==> src/rtl/branch_redirect_ctrl.sv <==
// +--------------------------------------------------------------------------+
// | branch_redirect_ctrl                                                     |
// | Decode-stage branch/jump resolution, delay-slot hold and fetch redirect. |
// | Revision: 1.0                                                            |
// +--------------------------------------------------------------------------+
`default_nettype none

module branch_redirect_ctrl #(
  parameter int CNT_W = 32
) (
  input  logic             clk,
  input  logic             rst,
  input  logic             br_valid,
  output logic             br_ready,
  input  logic [1:0]       br_type,
  input  logic [2:0]       br_cond,
  input  logic [31:0]      rs_val,
  input  logic [31:0]      rt_val,
  output logic [2:0]       bjpc_con,
  input  logic [31:0]      bjpc_out,
  input  logic             ds_valid,
  output logic             redirect_valid,
  output logic [31:0]      redirect_pc,
  input  logic             fe_ready,
  output logic             br_taken,
  input  logic             exc_flush,
  output logic [CNT_W-1:0] br_cnt,
  output logic [CNT_W-1:0] taken_cnt
);

  typedef enum logic [1:0] {
    S_IDLE    = 2'd0,
    S_WAIT_DS = 2'd1,
    S_REDIR   = 2'd2
  } state_t;

  localparam logic [1:0] C_TYPE_J  = 2'd0;
  localparam logic [1:0] C_TYPE_B  = 2'd1;
  localparam logic [1:0] C_TYPE_JR = 2'd2;

  state_t r_state;
  state_t w_next;

  logic w_rs_zero;
  logic w_rs_neg;
  logic w_cond_true;
  logic w_taken;
  logic w_acc;
  logic w_take_acc;

  assign w_rs_zero = (rs_val == 32'd0);
  assign w_rs_neg  = rs_val[31];

  always_comb begin
    w_cond_true = 1'b0;
    case (br_cond)
      3'd0:    w_cond_true = (rs_val == rt_val);
      3'd1:    w_cond_true = (rs_val != rt_val);
      3'd2:    w_cond_true = ~w_rs_neg;
      3'd3:    w_cond_true = ~w_rs_neg & ~w_rs_zero;
      3'd4:    w_cond_true = w_rs_neg | w_rs_zero;
      3'd5:    w_cond_true = w_rs_neg;
      default: w_cond_true = 1'b0;
    endcase
  end

  always_comb begin
    w_taken = 1'b0;
    case (br_type)
      C_TYPE_J:  w_taken = 1'b1;
      C_TYPE_B:  w_taken = w_cond_true;
      C_TYPE_JR: w_taken = 1'b1;
      default:   w_taken = 1'b0;
    endcase
  end

  assign br_ready   = (r_state == S_IDLE);
  assign w_acc      = br_valid & br_ready & (br_type != 2'd3) & ~exc_flush;
  assign w_take_acc = w_acc & w_taken;

  // Target-select follows the presented type even when the branch is not
  // accepted (flush), so the mux output is always meaningful in IDLE.
  always_comb begin
    bjpc_con = 3'b000;
    if (br_valid && (r_state == S_IDLE)) begin
      case (br_type)
        C_TYPE_J:  bjpc_con = 3'b001;
        C_TYPE_B:  bjpc_con = 3'b010;
        C_TYPE_JR: bjpc_con = 3'b100;
        default:   bjpc_con = 3'b000;
      endcase
    end
  end

  always_comb begin
    w_next = r_state;
    if (exc_flush) begin
      w_next = S_IDLE;
    end else begin
      case (r_state)
        S_IDLE:    if (w_take_acc) w_next = S_WAIT_DS;
        S_WAIT_DS: if (ds_valid)   w_next = S_REDIR;
        S_REDIR:   if (fe_ready)   w_next = S_IDLE;
        default:   w_next = S_IDLE;
      endcase
    end
  end

  always_ff @(posedge clk or posedge rst) begin
    if (rst) begin
      r_state        <= S_IDLE;
      redirect_valid <= 1'b0;
    end else begin
      r_state        <= w_next;
      redirect_valid <= (w_next == S_REDIR);
    end
  end

  // redirect_pc is only written on a taken accept, so it stays stable
  // through WAIT_DS/REDIR and survives a flush untouched.
  always_ff @(posedge clk or posedge rst) begin
    if (rst) begin
      redirect_pc <= 32'd0;
      br_taken    <= 1'b0;
      br_cnt      <= '0;
      taken_cnt   <= '0;
    end else begin
      br_taken <= w_take_acc;
      if (w_take_acc) begin
        redirect_pc <= bjpc_out;
        taken_cnt   <= taken_cnt + CNT_W'(1);
      end
      if (w_acc) begin
        br_cnt <= br_cnt + CNT_W'(1);
      end
    end
  end

endmodule

`default_nettype wire

==> config.mk <==
export PLATFORM = sky130hd
export DESIGN_NAME = branch_redirect_ctrl
export DESIGN_NICKNAME = d
export VERILOG_FILES = /design/src/rtl/branch_redirect_ctrl.sv
export SDC_FILE = /design/constraint.sdc
export NUM_CORES = 1
export LEC_CHECK = 0
export CAP_MARGIN = 40
export CORE_AREA = 2 2 131 133
export DETAILED_ROUTE_END_ITERATION = 16
export DIE_AREA = 0 0 133 135
export SLEW_MARGIN = 20
export SYNTH_ARGS = -nofsm -noshare
export SYNTH_HDL_FRONTEND = slang
export SYNTH_SLANG_ARGS = --single-unit
==> constraint.sdc <==
create_clock -name clk -period 3.84 [get_ports clk]
set_clock_uncertainty 0.15 [all_clocks]
set_input_delay 1.152 -clock clk [delete_from_list [all_inputs] [get_ports clk]]
set_output_delay 1.152 -clock clk [all_outputs]
set_load 0.02 [all_outputs]
==> impl_results.md <==
* Status: finished, final reports clean
* RD Place Congestion at 0.7846
* Detail Placement HPWL at 10370 um
* Setup ws final at 0.1080 ns
* Wire per inst at 15.25 um
* Cell-internal power at 2.344 mW
* RR Startpoint: r_state[1]
* Synth cell types at 38
* Slowest CP cell: clkdlybuf4s50_1
* Post-synthesis sequential area ratio at 51.15%
* R2r setup slk at 1.04 ns
* Post-synth top flop: dfrtp_1
* Worst-path clk slew at 0.07 ns
* Placed Area at 0.007397 mm2
* FFs w/ async S/R, synth at 100.0%
* Iter 0 DRT Violations at 151
* Worst R2R End: taken_cnt[28]
* Final hold violation count at 0
* Area growth syn-to-layout at 57.67%
* Yosys warnings at 0
* CP cell instances: clkdlybuf4s50_1 -> or3b_4 -> nor3b_1 -> buf_2
* HP Class: register to register
* Initial cell density of the core at 29.82%
* Die area at 0.01796 mm2
* Global-route wire length before repair at 21940 um
* Lkg Pwr at 3.384 nW
* Max-slew violations at 0
* Worst r2r path cells at 9
* Final wirelength at 13290 um
* HP Start: br_cnt[31]
* Antenna-violating nets left at 0
* Tcrit/Tclk final at 97.19%
* Post-DR vias/cell at 4.546
* Final min period at 3.732 ns
* Peak VDD IR at 0.0002070 V
* Biggest area consumer among synthesized cells: dfrtp_1
* Mapped cell area at 0.004892 mm2
* CP Buf/Inv Count at 2
* Syn_nets at 521
* Delay-heaviest family, CP: buffers and inverters
* Max Cap Viol at 0
* CP Class: input pin to output port
* Fill cell count at 1480
* Clock Tree Root: clkbuf_16
* Worst Tran Pin Value at 0.4737 ns
* Layout cells sized above 1 at 12.75%
* TritonCTS clock tree: yes
* Final global-route overflow total at 0
* Die X at 133 um
* CTS H-tree lvls at 3
* Core ar. at 0.01641 mm2
* Final non-filler cell total at 871
* F_max at 268.0 MHz
* # IOs at 209
* Setup Buffers After CTS at 0
* Largest net degree at the start of global routing at 36
* Overall Global Routing Usage at 15.54%
* TritonCTS Sinks at 100
* Power, Total at 3.291 mW
* Endpoint of the worst hold path: br_cnt[31]
* Design Area, Final at 0.007714 mm2
* RSZ-0062 raised after global routing: false
* Critical path peak fanout at 4
* CTS Hold Bufs at 0
* Syn avg cell area at 11.87 um2
* Min Hold Slack at 0.3134 ns
* Clock Latency Late Sink at 0.35 ns
* Synth top area cells: dfrtp_1 51%, xor2_1 12%, mux2_4 10%
* CP Data Arrival Time at 2.43 ns
* Die span in y at 135 um
* Nets@finish at 755
* Initial antenna violation count at 0
* # DRC at 0
* Post-synth EDFFs at 0
* P_sw at 0.9468 mW
* DP Cell Count at 854
* I/O Buffers at 208
* Row cnt at 47
* Slew Limit Headroom at 68.42%
* Hold path depth at 1
* Place WS at -0.3362 ns
* Final setup fails at 0
* Clock network power share at 28.4%
* CTS max path bufs at 2
* CP Capture Type: output port
* CP required at 2.54 ns
* Post-synthesis cell count at 412
* CP max stage delay at 0.45 ns
* Comb pwr share at 30.9%
* Synthesized flop and latch total at 100
* TritonCTS Buffers at 9
* Reg power frac at 40.7%
* Synth top area share at 51.15%
* Vias in the first global route at 4125
* Ant. Diodes at 0
* Setup crit start kind: input pin
* Via Count at 3960
* Pwr dens at 426.6 mW/mm2
* Pre-Repair DR Iteration Count at 4
* Sw Ratio at 28.77%
[registers in the layout, summed over array words and instances (netlist names)]
signal	count
br_taken	1
br_cnt	32
taken_cnt	32
redirect_pc	32
r_state	2
redirect_valid	1
[power groups by stage]
stage | clock (mW) | sequential, mW | combinational (mW)
finish | 0.933 | 1.34 | 1.02
floorplan | 0 | 1.54 | 0.297
global route | 1.02 | 1.36 | 1.08
global placement | 0 | 1.35 | 1.02
detailed placement | 0 | 1.36 | 1.02
CTS | 0.971 | 1.34 | 1.03
[logic make-up (layout without fill, tap and decap cells)]
logic type | Yosys count | count (layout) | synth area share [%]
AO/OA/AOI/OAI | 8 | 8 | 1.432
XOR/XNOR | 94 | 94 | 16.83
adder cells (fa/ha/maj) | 2 | 2 | 0.5114
buffers and inverters | 14 | 253 | 1.969
flip-flops | 100 | 100 | 51.15
multiplexers | 34 | 34 | 10.36
AND/OR/NAND/NOR | 160 | 160 | 17.75
[cells in the mapped netlist (all sizes together), types with 2 or more instances]
library cell	n
nor4	18
nor4b	3
ha	2
a21oi	3
nor2	27
and4	3
xor2	65
xnor2	29
inv	6
or3b	2
buf	7
nor3	15
nand2	28
and3	16
nand4	13
nor3b	5
dfrtp	100
nand3	23
mux2	34
o311a	2
[routing by layer]
layer | up-vias | GRT usage [%] | routed length [um] | share of wire [%]
met5 | - | 0 | 0 | 0
met4 | 0 | 6.452 | 251 | 1.9
met3 | 16 | 3.491 | 949 | 7.1
met2 | 165 | 26.17 | 6342 | 48
met1 | 1883 | 19.34 | 5742 | 43
li1 | 1896 | - | - | -
[worst max-delay path by stage]
stage / start / to / slack, ns / cells past startpoint
final: br_valid / bjpc_con[1] / 0.11 / 4
after global routing: br_valid / taken_cnt[28] / 0.05 / 10
after CTS: br_valid / bjpc_con[2] / 0.01 / 4
after detailed placement: br_valid / bjpc_con[2] / -0.34 / 4
after global placement: br_valid / bjpc_con[1] / -0.32 / 4
after floorplan: br_valid / bjpc_con[1] / 0.44 / 2
[metrics by stage]
stage               TNS (ns)  util, %
floorplan                  0        -
global placement      -5.886    45.08
detailed placement    -6.637    45.08
CTS                        0    46.97
global route               0    47.01
finish                     0    47.01
[final cells by class]
class                   count  area, um2  share of cell area (%)
clock buffers              12      256.5                   3.325
clock inverters             4      55.05                  0.7137
inverters                   6      28.78                  0.3731
multi-input cells         298       2293                   29.73
flip-flops and latches    100       2502                   32.44
well taps                 220      275.3                   3.569
repair buffers            231       2302                   29.85
[what timing repair did]
item,CTS,global route
gates resized for setup,13,2
endpoints found under the setup margin,3,2
hold endpoints to repair,0,0
[worst reg2reg max path, stage by stage (launching register included)]
cell      delay [ns]
dfrtp_1         0.43
or3b_4          0.45
buf_4           0.16
nor3b_4         0.17
and3_1          0.19
o311a_1         0.22
a211oi_4        0.07
buf_4           0.23
nor4b_1         0.44
xor2_1          0.21
[placed cells by master (no fill, tap or decap), types with 2 or more instances in the layout]
master and count:
nand4_1 13, xor2_1 65, mux2_4 33, clkbuf_16 9
a21oi_1 3, clkdlybuf4s50_1 205, nor4_1 17, clkbuf_8 2
nor4b_1 3, and3_1 16, o311a_1 2, nor2_1 27
nand3_1 23, buf_2 3, clkinvlp_4 2, buf_4 18
nor3b_1 4, inv_1 4, ha_1 2, buf_12 5
and4_1 3, xnor2_1 29, nand2_1 28, nor3_1 15
dfrtp_1 100
Power figures use the tool's default switching activity.
